File: src/rtl/upower_pkg.sv
// upower_pkg: shared definitions for the uPower decode stage.
//   - fmt_e          : format code carried with every decoded entry
//   - OP_* / D/DS    : primary opcodes that select a format
//   - XO_* / X_*     : extended opcodes recognised under primary opcode 31
//   - decoded_entry_t: packed record written into the decode FIFO
//   - is_d_op/is_ds_op/is_x_xo: classification helpers
package upower_pkg;

    typedef enum logic [2:0] {
        FMT_X   = 3'd0,
        FMT_XO  = 3'd1,
        FMT_D   = 3'd2,
        FMT_DS  = 3'd3,
        FMT_B   = 3'd4,
        FMT_I   = 3'd5,
        FMT_ILL = 3'd7
    } fmt_e;

    localparam logic [5:0] OP_XGRP = 6'd31;
    localparam logic [5:0] OP_B    = 6'd19;
    localparam logic [5:0] OP_I    = 6'd18;

    localparam int NUM_D_OPS  = 13;
    localparam int NUM_DS_OPS = 2;
    localparam logic [NUM_D_OPS-1:0][5:0] D_OPCODES = {
        6'd14, 6'd15, 6'd24, 6'd26, 6'd28, 6'd32, 6'd34,
        6'd36, 6'd37, 6'd38, 6'd40, 6'd42, 6'd44
    };
    localparam logic [NUM_DS_OPS-1:0][5:0] DS_OPCODES = {6'd58, 6'd62};

    // XO-form extended opcodes (9 bits, OE bit excluded)
    localparam logic [8:0] XO_ADD  = 9'd266;
    localparam logic [8:0] XO_SUBF = 9'd40;

    // X-form extended opcodes (10 bits)
    localparam logic [9:0] X_AND   = 10'd28;
    localparam logic [9:0] X_NAND  = 10'd476;
    localparam logic [9:0] X_OR    = 10'd444;
    localparam logic [9:0] X_XOR   = 10'd316;
    localparam logic [9:0] X_EXTSW = 10'd986;

    typedef struct packed {
        fmt_e        fmt;
        logic        illegal;
        logic [5:0]  opcode;
        logic [4:0]  rs;
        logic [4:0]  ra;
        logic [4:0]  rb;
        logic [4:0]  bo;
        logic [4:0]  bi;
        logic [15:0] si;
        logic [13:0] ds;
        logic [1:0]  xods;
        logic [9:0]  xox;
        logic [8:0]  xoxo;
        logic [23:0] li;
        logic        aa;
        logic        lk;
    } decoded_entry_t;

    function automatic logic is_d_op(input logic [5:0] op);
        logic hit;
        hit = 1'b0;
        for (int i = 0; i < NUM_D_OPS; i++) begin
            if (D_OPCODES[i] == op) hit = 1'b1;
        end
        return hit;
    endfunction

    function automatic logic is_ds_op(input logic [5:0] op);
        logic hit;
        hit = 1'b0;
        for (int i = 0; i < NUM_DS_OPS; i++) begin
            if (DS_OPCODES[i] == op) hit = 1'b1;
        end
        return hit;
    endfunction

    function automatic logic is_x_xo(input logic [9:0] xo);
        return (xo == X_AND) || (xo == X_NAND) || (xo == X_OR) ||
               (xo == X_XOR) || (xo == X_EXTSW);
    endfunction

endpackage

File: src/rtl/upower_field_decode.sv
// upower_field_decode: purely combinational split of a raw 32-bit uPower
// instruction word into a decoded_entry_t.
//   instr : raw instruction word, bit 31 = ISA bit 0
//   entry : opcode, format code, illegal flag and the fields of the detected
//           format; every field that does not belong to that format is 0,
//           because the ALU infers the format from non-zero xoxo/xox/ds.
module upower_field_decode
    import upower_pkg::*;
(
    input  logic [31:0]    instr,
    output decoded_entry_t entry
);

    logic [5:0] op;
    logic [8:0] xo9;
    logic [9:0] xo10;

    assign op   = instr[31:26];
    assign xo9  = instr[9:1];
    assign xo10 = instr[10:1];

    always_comb begin
        entry        = '0;
        entry.opcode = op;
        // XO is tested before X: add/subf share opcode 31 and their
        // instr[10] is the OE bit, so only instr[9:1] identifies them.
        if (op == OP_XGRP && (xo9 == XO_ADD || xo9 == XO_SUBF)) begin
            entry.fmt  = FMT_XO;
            entry.rs   = instr[25:21];
            entry.ra   = instr[20:16];
            entry.rb   = instr[15:11];
            entry.xoxo = xo9;
        end else if (op == OP_XGRP && is_x_xo(xo10)) begin
            entry.fmt = FMT_X;
            entry.rs  = instr[25:21];
            entry.ra  = instr[20:16];
            entry.rb  = instr[15:11];
            entry.xox = xo10;
        end else if (is_d_op(op)) begin
            entry.fmt = FMT_D;
            entry.rs  = instr[25:21];
            entry.ra  = instr[20:16];
            entry.si  = instr[15:0];
        end else if (is_ds_op(op)) begin
            entry.fmt  = FMT_DS;
            entry.rs   = instr[25:21];
            entry.ra   = instr[20:16];
            entry.ds   = instr[15:2];
            entry.xods = instr[1:0];
        end else if (op == OP_B) begin
            // rs/ra also carry BO/BI so consumers reading the generic
            // register fields see the condition operands.
            entry.fmt = FMT_B;
            entry.rs  = instr[25:21];
            entry.ra  = instr[20:16];
            entry.bo  = instr[25:21];
            entry.bi  = instr[20:16];
            entry.aa  = instr[1];
            entry.lk  = instr[0];
        end else if (op == OP_I) begin
            entry.fmt = FMT_I;
            entry.li  = instr[25:2];
            entry.aa  = instr[1];
            entry.lk  = instr[0];
        end else begin
            // opcode 31 with an unknown extended opcode also lands here
            entry.fmt     = FMT_ILL;
            entry.illegal = 1'b1;
        end
    end

endmodule

File: src/rtl/upower_decode_stage.sv
// upower_decode_stage: instruction decode stage of the 64-bit uPower
// datapath. Raw words arrive on a valid/ready input, are decoded
// combinationally, and the decoded record is buffered in a small FIFO whose
// head drives the output fields.
//   clk, rst_n         : clock (rising edge), async active-low reset
//   flush              : synchronous FIFO clear, drops same-cycle push/pop
//   in_valid/in_ready  : input handshake; in_ready is a register
//   in_instr           : raw instruction word
//   out_valid/out_ready: output handshake on the FIFO head
//   opcode..lk, fmt, illegal : decoded head entry, all 0 while empty
//   decoded_cnt/illegal_cnt  : saturating counts of accepted words
module upower_decode_stage
    import upower_pkg::*;
#(
    parameter int FIFO_DEPTH = 2,
    parameter int CNT_W      = 16
) (
    input  logic             clk,
    input  logic             rst_n,
    input  logic             flush,
    input  logic             in_valid,
    output logic             in_ready,
    input  logic [31:0]      in_instr,
    output logic             out_valid,
    input  logic             out_ready,
    output logic [5:0]       opcode,
    output logic [4:0]       rs,
    output logic [4:0]       ra,
    output logic [4:0]       rb,
    output logic [4:0]       bo,
    output logic [4:0]       bi,
    output logic [15:0]      si,
    output logic [13:0]      ds,
    output logic [1:0]       xods,
    output logic [9:0]       xox,
    output logic [8:0]       xoxo,
    output logic [23:0]      li,
    output logic             aa,
    output logic             lk,
    output logic [2:0]       fmt,
    output logic             illegal,
    output logic [CNT_W-1:0] decoded_cnt,
    output logic [CNT_W-1:0] illegal_cnt
);

    localparam int PTR_W = $clog2(FIFO_DEPTH);
    localparam logic [PTR_W:0] DEPTH_C = (PTR_W + 1)'(FIFO_DEPTH);

    decoded_entry_t dec_entry;
    decoded_entry_t head_entry;
    decoded_entry_t mem_reg [FIFO_DEPTH];

    logic [PTR_W-1:0] wr_ptr_reg, wr_ptr_next;
    logic [PTR_W-1:0] rd_ptr_reg, rd_ptr_next;
    logic [PTR_W:0]   count_reg, count_next;
    logic             in_ready_reg, in_ready_next;
    logic             push, pop;

    upower_field_decode u_field_decode (
        .instr (in_instr),
        .entry (dec_entry)
    );

    assign in_ready  = in_ready_reg;
    assign out_valid = (count_reg != '0);
    assign push      = in_valid & in_ready_reg;
    assign pop       = out_valid & out_ready;

    always_comb begin
        wr_ptr_next   = wr_ptr_reg;
        rd_ptr_next   = rd_ptr_reg;
        count_next    = count_reg;
        if (flush) begin
            wr_ptr_next = '0;
            rd_ptr_next = '0;
            count_next  = '0;
        end else begin
            if (push) wr_ptr_next = wr_ptr_reg + PTR_W'(1);
            if (pop)  rd_ptr_next = rd_ptr_reg + PTR_W'(1);
            case ({push, pop})
                2'b10:   count_next = count_reg + (PTR_W + 1)'(1);
                2'b01:   count_next = count_reg - (PTR_W + 1)'(1);
                default: count_next = count_reg;
            endcase
        end
        // in_ready is registered from the next count, so out_ready never
        // reaches in_ready combinationally.
        in_ready_next = (count_next < DEPTH_C);
    end

    always_ff @(posedge clk or negedge rst_n) begin
        if (!rst_n) begin
            wr_ptr_reg   <= '0;
            rd_ptr_reg   <= '0;
            count_reg    <= '0;
            in_ready_reg <= 1'b1;
        end else begin
            wr_ptr_reg   <= wr_ptr_next;
            rd_ptr_reg   <= rd_ptr_next;
            count_reg    <= count_next;
            in_ready_reg <= in_ready_next;
        end
    end

    // Storage carries no reset: an entry is only observable through
    // count_reg, which is reset.
    always_ff @(posedge clk) begin
        if (push && !flush) begin
            mem_reg[wr_ptr_reg] <= dec_entry;
        end
    end

    assign head_entry = out_valid ? mem_reg[rd_ptr_reg] : '0;

    assign opcode  = head_entry.opcode;
    assign rs      = head_entry.rs;
    assign ra      = head_entry.ra;
    assign rb      = head_entry.rb;
    assign bo      = head_entry.bo;
    assign bi      = head_entry.bi;
    assign si      = head_entry.si;
    assign ds      = head_entry.ds;
    assign xods    = head_entry.xods;
    assign xox     = head_entry.xox;
    assign xoxo    = head_entry.xoxo;
    assign li      = head_entry.li;
    assign aa      = head_entry.aa;
    assign lk      = head_entry.lk;
    assign fmt     = head_entry.fmt;
    assign illegal = head_entry.illegal;

    // Counter 0 counts every accepted word, counter 1 only illegal ones.
    // Both count on accept even if a flush drops the word.
    logic [1:0]       cnt_inc;
    logic [CNT_W-1:0] cnt_reg [2];

    assign cnt_inc[0] = push;
    assign cnt_inc[1] = push & dec_entry.illegal;

    generate
        for (genvar gi = 0; gi < 2; gi++) begin : g_cnt
            always_ff @(posedge clk or negedge rst_n) begin
                if (!rst_n) begin
                    cnt_reg[gi] <= '0;
                end else if (cnt_inc[gi] && (cnt_reg[gi] != '1)) begin
                    cnt_reg[gi] <= cnt_reg[gi] + CNT_W'(1);
                end
            end
        end
    endgenerate

    assign decoded_cnt = cnt_reg[0];
    assign illegal_cnt = cnt_reg[1];

endmodule

File: config.mk
export PLATFORM = sky130hd
export DESIGN_NAME = upower_decode_stage
export DESIGN_NICKNAME = d
export VERILOG_FILES = /design/src/rtl/upower_pkg.sv /design/src/rtl/upower_field_decode.sv /design/src/rtl/upower_decode_stage.sv
export SDC_FILE = /design/constraint.sdc
export NUM_CORES = 1
export LEC_CHECK = 0
export CAP_MARGIN = 20
export CORE_MARGIN = 2
export CORE_UTILIZATION = 58
export CTS_CLUSTER_DIAMETER = 60
export DETAILED_ROUTE_END_ITERATION = 10
export GPL_ROUTABILITY_DRIVEN = 1
export GPL_TIMING_DRIVEN = 0
export PLACE_DENSITY = 0.93
export SYNTH_ARGS = -nofsm -noshare
export SYNTH_HDL_FRONTEND = slang
export SYNTH_HIERARCHICAL = 1
export SYNTH_SLANG_ARGS = --single-unit
File: constraint.sdc
create_clock -name clk -period 18.8 [get_ports clk]
set_input_delay 3.76 -clock clk [delete_from_list [all_inputs] [get_ports clk]]
set_output_delay 3.76 -clock clk [all_outputs]
set_load 0.02 [all_outputs]
==> load_flow_metrics.sql, run 1 <==
INSERT INTO impl_metrics (metric_group, metric, value, unit) VALUES
('critical_path', 'worst-path-buf-inv', '3', ''),
('logic_synthesis', 'basic_gate_share_of_the_synthesized_area_counting_and_or_nand_and_nor_cells', '14.3', '%'),
('logic_synthesis', 'mappedNetlistArea', '11300', 'um^2'),
('power_and_ir_drop', 'swShare', '31.6', '%'),
('clock_network', 'tritoncts.num_buffers', '26', ''),
('power_and_ir_drop', 'clock_network_fraction_of_total_power', '28.9', '%'),
('critical_path', 'worstReg2RegStart', 'in_ready$_DFF_PN1_', ''),
('power_and_ir_drop', 'static-leakage-power', '0.00509', 'uW'),
('timing', 'skew', '9.49', 'ps'),
('logic_synthesis', 'synth-compound-area-share', '1.53', '%'),
('routing', 'drt_drc_violations_left', '0', ''),
('routing', 'drt_iter0_drc', '669', ''),
('routing', 'final_antenna_net_count', '0', ''),
('placed_design', 'gpl.final_weighted_congestion', '0.866', ''),
('timing', 'tightest_slew', '987', 'ps'),
('floorplan', 'die_x', '143', 'um'),
('routing', 'routed_wire_length_per_instance', '21.3', 'um'),
('critical_path', 'cp.arrival', '3320', 'ps'),
('logic_synthesis', 'synth_top_area_cell', 'edfxtp_1', ''),
('floorplan', 'io-pin-count', '183', ''),
('finish', 'antenna_cells', '0', ''),
('grt', 'via_count_of_the_first_global_routing_pass', '7711', ''),
('logic_synthesis', 'dominant_combinational_cell_family_by_area_after_synthesis', 'simple AND/OR/NAND/NOR gates', ''),
('logic_synthesis', 'synthesis.instances', '811', ''),
('critical_path', 'critPathLaunchType', 'register', ''),
('logic_synthesis', 'synth_async_sr_flop_share', '14.2', '%'),
('grt', 'grt_max_degree', '38', ''),
('clock_network', 'htreeDepth', '1', ''),
('critical_path', 'worstReg2RegEnd', 'mem_reg[1][45]$_DFFE_PP_', ''),
('critical_path', 'timing.critical_path.max_delay_family', 'buffers and inverters', ''),
('logic_synthesis', 'post_synth_most_frequent_cells', 'edfxtp_1, nor2_1, mux2i_1', ''),
('clock_network', 'post_cts.repair.setup_buffers', '0', ''),
('min_path', 'min_delay_path_depth', '1', ''),
('min_path', 'worstHoldEndpoint', 'illegal_cnt[15]$_DFFE_PN0P_', ''),
('logic_synthesis', 'ys_ff_latch', '261', ''),
('critical_path', 'criticalPathCategory', 'reg -> out', ''),
('timing', 'slew_viol_final', '0', ''),
('finish', 'share_of_layout_cells_above_drive_strength_1', '10.1', '%'),
('power_and_ir_drop', 'cellPowerDensity', '123', 'nW/um^2'),
('power_and_ir_drop', 'worst_ir_drop_vdd', '0.0000952', 'V'),
('clock_network', 'cts_root_buffer', 'clkbuf_16', ''),
('routing', 'vias_per_cell', '5.81', ''),
('timing', 'finalHoldWorstSlack', '486', 'ps'),
('min_path', 'min_delay_src', 'illegal_cnt[15]$_DFFE_PN0P_', ''),
('placed_design', 'port_buf_inserts', '181', ''),
('run_status', 'status', 'complete, no violations', ''),
('routing', 'routed_wirelength', '28200', 'um'),
('clock_network', 'postCtsResizedCells', '0', ''),
('critical_path', 'regToRegSetupSlack', '16370', 'ps'),
('clock_network', 'clkTransAtPathRegs', '60', 'ps'),
('critical_path', 'crit_chain', 'nor2_1, clkbuf_1, clkbuf_1, nor2_1, clkdlybuf4s50_1', ''),
('logic_synthesis', 'syn_avg_cell_area', '13.9', 'um^2'),
('grt', 'grt_overflow', '0', ''),
('finish', 'num-nets-final', '1087', ''),
('critical_path', 'critical_path.startpoint', 'count_reg[1]$_DFF_PN0_', ''),
('power_and_ir_drop', 'power_report.internal_total', '1220', 'uW'),
('logic_synthesis', 'synth.area.mux_share', '10.2', '%'),
('critical_path', 'ff2ff_path_depth', '5', ''),
('grt', 'grt.total_usage', '27.2', '%'),
('critical_path', 'required', '15040', 'ps'),
('timing', 'final_hold_viol_count', '0', ''),
('floorplan', 'die_area', '20500', 'um^2'),
('logic_synthesis', 'synth.yosys.seq_area_share', '68.0', '%'),
('timing', 'rsz_0062_raised_after_global_routing', 'false', ''),
('logic_synthesis', 'post-synth-top-area-fraction', '59.8', '%'),
('floorplan', 'floorplan.initialDensity', '59.5', '%'),
('logic_synthesis', 'synth_xor_area_share', '2.65', '%'),
('grt', 'antenna_violations_before_repair', '0', ''),
('logic_synthesis', 'netlist-cell-type-count', '52', ''),
('power_and_ir_drop', 'p_switching', '565', 'uW'),
('logic_synthesis', 'yosys.cell_count.top_type', 'edfxtp_1', '');
==> layout by cell type, fill, tap and decap left out, types with 6 or more instances in the layout <==
| cell type | n |
|---|---|
| clkbuf_16 | 26 |
| buf_4 | 13 |
| nand4_1 | 13 |
| nand3_1 | 9 |
| xor2_1 | 19 |
| xnor2_1 | 15 |
| and2_2 | 8 |
| edfxtp_1 | 224 |
| inv_1 | 18 |
| clkdlybuf4s50_1 | 180 |
| nor2_1 | 134 |
| conb_1 | 6 |
| mux2i_1 | 112 |
| buf_6 | 21 |
| a31oi_1 | 10 |
| nand2_1 | 12 |
| buf_2 | 14 |
| nor4_1 | 17 |
| clkinv_1 | 7 |
| nor3_1 | 19 |
| and2_1 | 59 |
| clkbuf_1 | 28 |
| dfrtp_1 | 36 |
==> kinds of logic after synthesis <==
group,count (synthesis)
and+or+nand+nor,305
other,1
buffers and inverters,68
adders and majority gates,4
DFF,261
AOI/OAI and AO/OA,24
muxes,114
xor gates and xnor gates,34
==> per-stage QoR <==
step                      instances  setup slack (ps)  area [um^2]  utilization [%]
after global routing           1324             11730        14500             76.7
after CTS                      1324             11810        14500             76.7
after floorplan                 816              5930        11300                -
after detailed placement       1278             11570        13600             72.2
after global placement         1257              1370        13400             71.0
final                          1324             11720        14500             76.7
==> metal layers <==
| layer | vias up | routed length [um] | track usage, % |
|---|---|---|---|
| li1 | 3396 | - | - |
| met1 | 3778 | 10300 | 33.8 |
| met2 | 449 | 14500 | 48.5 |
| met3 | 63 | 2390 | 3.92 |
| met4 | 0 | 991 | 10.0 |
| met5 | - | 0 | 0 |
==> worst max path at each step <==
stage	endpoint	slack [ps]	depth (start not counted)
2_1_floorplan	mem_reg[1][0]$_DFFE_PP_	5930	3
3_3_place_gp	mem_reg[1][44]$_DFFE_PP_	1370	4
3_5_place_dp	illegal_cnt[12]$_DFFE_PN0P_	11570	9
4_1_cts	si[11]	11810	5
5_1_grt	ds[13]	11730	5
6_report	ds[13]	11720	5
==> area by class of cell <==
cell class                      instances  area (um^2)  area share (%)
Inverter                               18         67.6           0.466
Timing Repair Buffer                  202         2040            14.1
Clock buffer                           30          666            4.59
Tap cell                              260          325            2.24
Multi-Input combinational cell        487         3300            22.8
Sequential cell                       261         7650            52.8
Clock inverter                         16          185            1.28
Buffer                                 50          256            1.77
==> power groups by stage <==
stage	combinational [uW]	clock [uW]	sequential (uW)
after global routing	582	546	722
after CTS	554	521	717
after detailed placement	549	0	728
after floorplan	278	0	749
final	553	517	718
after global placement	524	0	742
No activity file was read; power rests on OpenSTA's default activity.
==> inputs of run 2 (changes only) <==
--- a/config.mk
+++ b/config.mk
@@ -7,12 +7,12 @@
 export LEC_CHECK = 0
 export CAP_MARGIN = 20
 export CORE_MARGIN = 2
-export CORE_UTILIZATION = 58
+export CORE_UTILIZATION = 54
 export CTS_CLUSTER_DIAMETER = 60
 export DETAILED_ROUTE_END_ITERATION = 10
 export GPL_ROUTABILITY_DRIVEN = 1
 export GPL_TIMING_DRIVEN = 0
-export PLACE_DENSITY = 0.93
+export PLACE_DENSITY = 0.88
 export SYNTH_ARGS = -nofsm -noshare
 export SYNTH_HDL_FRONTEND = slang
 export SYNTH_HIERARCHICAL = 1
==> constraint.sdc (replaced) <==
create_clock -name clk -period 7.4 [get_ports clk]
set_input_delay 1.48 -clock clk [delete_from_list [all_inputs] [get_ports clk]]
set_output_delay 1.48 -clock clk [all_outputs]
set_load 0.02 [all_outputs]
==> run 2 against run 1 <==
  * Via count down 2.5%
  * Register-to-register slack worse by 11000 ps
  * Count of clock-buffer cells in the layout did not move
  * Setup slack got worse by 9000 ps
  * First-iteration DRC count decreased by 0.60%
  * Clock power is 130% higher
  * Largest cell class unchanged
  * Largest power group unchanged
  * Highest routed layer unchanged
==> load_flow_metrics.sql, run 2 (synthesis gave the netlist of run 1 again) <==
INSERT INTO impl_metrics (metric_group, metric, value, unit) VALUES
('run_status', 'status', 'complete, no violations', ''),
('job', 'max_cap_violations', '0', ''),
('timing', 'skew', '30.4', 'ps'),
('routing', 'num_vias', '7492', ''),
('timing', 'layout_worst_path_cycle_share', '62.9', '%'),
('finish', 'layout.cells.non_filler', '1325', ''),
('routing', 'routed_wire_length_per_instance', '20.6', 'um'),
('placed_design', 'port_buf_inserts', '181', ''),
('critical_path', 'criticalPathCategory', 'reg -> out', ''),
('critical_path', 'worstReg2RegStart', 'in_ready$_DFF_PN1_', ''),
('clock_network', 'cts_root_buffer', 'clkbuf_16', ''),
('clock_network', 'clock_path_buffers', '3', ''),
('grt', 'grt.total_usage', '24.3', '%'),
('min_path', 'worstHoldEndpoint', 'illegal_cnt[10]$_DFFE_PN0P_', ''),
('power_and_ir_drop', 'comb_power_share', '31.8', '%'),
('clock_network', 'clk_latency', '550', 'ps'),
('floorplan', 'die_x', '148', 'um'),
('critical_path', 'worstReg2RegEnd', 'mem_reg[1][84]$_DFFE_PP_', ''),
('routing', 'drt_iter0_drc', '665', ''),
('finish', 'antenna_cells', '0', ''),
('placed_design', 'gpl.final_weighted_congestion', '0.856', ''),
('floorplan', 'die_h', '148', 'um'),
('critical_path', 'regToRegSetupSlack', '4980', 'ps'),
('power_and_ir_drop', 'worst_ir_drop_vdd', '0.000188', 'V'),
('clock_network', 'htreeDepth', '1', ''),
('timing', 'rsz_0062_raised_after_global_routing', 'false', ''),
('timing', 'period_minus_slack', '4650', 'ps'),
('power_and_ir_drop', 'power.share.sequential', '41.4', '%'),
('routing', 'drt_pre_antenna_iters', '5', ''),
('timing', 'maxSlewHeadroom', '37.4', '%'),
('clock_network', 'tritoncts', 'done', ''),
('grt', 'grt_pass1_wl', '41000', 'um'),
('power_and_ir_drop', 'static-leakage-power', '0.00504', 'uW'),
('finish', 'largest_register_ff_count', '224', ''),
('floorplan', 'rows', '52', ''),
('power_and_ir_drop', 'cellPowerDensity', '305', 'nW/um^2'),
('timing', 'setup_slack', '2750', 'ps'),
('grt', 'grt_max_degree', '38', ''),
('routing', 'vias_per_cell', '5.65', ''),
('timing', 'slew_viol_final', '0', ''),
('critical_path', 'ff2ff_path_depth', '5', ''),
('finish', 'most-common-layout-cells', 'edfxtp_1, clkdlybuf4s50_1, nor2_1', ''),
('clock_network', 'tritoncts.num_buffers', '25', ''),
('floorplan', 'floorplan.initialDensity', '55.2', '%'),
('min_path', 'hold_path.class', 'reg -> reg', ''),
('floorplan', 'fp.coreArea', '20400', 'um^2'),
('timing', 'tightest_slew', '939', 'ps'),
('routing', 'drt_drc_violations_left', '0', ''),
('timing', 'setup_viol_count_final', '0', ''),
('min_path', 'min_delay_path_depth', '1', ''),
('floorplan', 'die_area', '22000', 'um^2'),
('power_and_ir_drop', 'swShare', '32.4', '%'),
('critical_path', 'timing.critical_path.to_type', 'output pin', ''),
('power_and_ir_drop', 'power_report.internal_total', '2970', 'uW'),
('critical_path', 'cp.arrival', '3170', 'ps'),
('routing', 'final_antenna_net_count', '0', ''),
('clock_network', 'postCtsResizedCells', '0', ''),
('critical_path', 'critPathLaunchType', 'register', ''),
('power_and_ir_drop', 'clock_network_fraction_of_total_power', '26.8', '%'),
('critical_path', 'required', '5920', 'ps'),
('routing', 'routed_wirelength', '27300', 'um'),
('placed_design', 'placed_cells', '1280', ''),
('clock_network', 'clkTransAtPathRegs', '60', 'ps'),
('placed_design', 'post-place-ws', '2370', 'ps'),
('power_and_ir_drop', 'p_switching', '1430', 'uW'),
('timing', 'fmax', '215', 'MHz'),
('grt', 'antenna_violations_before_repair', '0', ''),
('clock_network', 'post_cts.repair.setup_buffers', '0', ''),
('clock_network', 'clock_sinks', '261', ''),
('placed_design', 'hpwl', '19200', 'um'),
('critical_path', 'crit_fanout', '10', ''),
('power_and_ir_drop', 'post-layout-total-power', '4400', 'uW'),
('finish', 'num-nets-final', '1078', ''),
('finish', 'finalCoreUtilization', '70.8', '%'),
('grt', 'grt_overflow', '0', ''),
('floorplan', 'io-pin-count', '183', ''),
('finish', 'syn_to_final_growth', '28.2', '%'),
('min_path', 'min_delay_src', 'illegal_cnt[10]$_DFFE_PN0P_', ''),
('timing', 'final_hold_viol_count', '0', ''),
('finish', 'final_common_cell', 'edfxtp_1', ''),
('finish', 'share_of_layout_cells_above_drive_strength_1', '9.67', '%'),
('grt', 'via_count_of_the_first_global_routing_pass', '7460', ''),
('timing', 'timing.setup.tns', '0', 'ps'),
('clock_network', 'cts_hold_buffers', '0', '');
==> run 2: how the worst max path moves through the flow <==
stage                                   from                           to
finish              count_reg[0]$_DFFE_PN0P_                       si[13]
global route        count_reg[0]$_DFFE_PN0P_                       si[13]
CTS                 count_reg[0]$_DFFE_PN0P_                       si[13]
detailed placement               in_instr[6]  illegal_cnt[10]$_DFFE_PN0P_
global placement                    in_valid     mem_reg[1][42]$_DFFE_PP_
floorplan                           in_valid      mem_reg[1][0]$_DFFE_PP_
==> run 2: final cells by class <==
cell class | instances | area [um^2]
buffer | 50 | 256
clock buffer | 30 | 664
clock inverter | 15 | 87.6
fill | 1337 | 5940
inverter | 18 | 67.6
multi-input combinational | 487 | 3310
sequential | 261 | 7650
tap | 270 | 338
timing repair buffer | 194 | 2040
==> run 2: metrics by stage <==
stage / hold WS, ps / cell area, um^2
after floorplan: 522 / 11300
after CTS: 527 / 14400
final: 526 / 14400
after global routing: 542 / 14400
after global placement: 510 / 13400
after detailed placement: 515 / 13700
==> run 2: power by group through the flow <==
stage / clock network (uW) / registers (uW) / logic [uW]
2_1_floorplan: 0 / 1890 / 708
3_3_place_gp: 0 / 1860 / 1340
3_5_place_dp: 0 / 1850 / 1400
4_1_cts: 1190 / 1820 / 1410
5_1_grt: 1250 / 1830 / 1480
6_report: 1180 / 1820 / 1400
==> run 2: critical path, stage by stage, from the launching register on <==
cell and delay [ps]:
dfrtp_1 420, nor2_1 360, clkbuf_1 590, clkbuf_1 510, nor2_1 190, clkdlybuf4s50_1 580
==> run 2: routing by layer <==
| layer | GRT usage [%] | vias up | wire, um |
|---|---|---|---|
| li1 | - | 3399 | - |
| met4 | 10.0 | 0 | 996 |
| met5 | 0 | - | 0 |
| met2 | 42.0 | 315 | 14000 |
| met3 | 3.74 | 68 | 1850 |
| met1 | 31.0 | 3710 | 10400 |
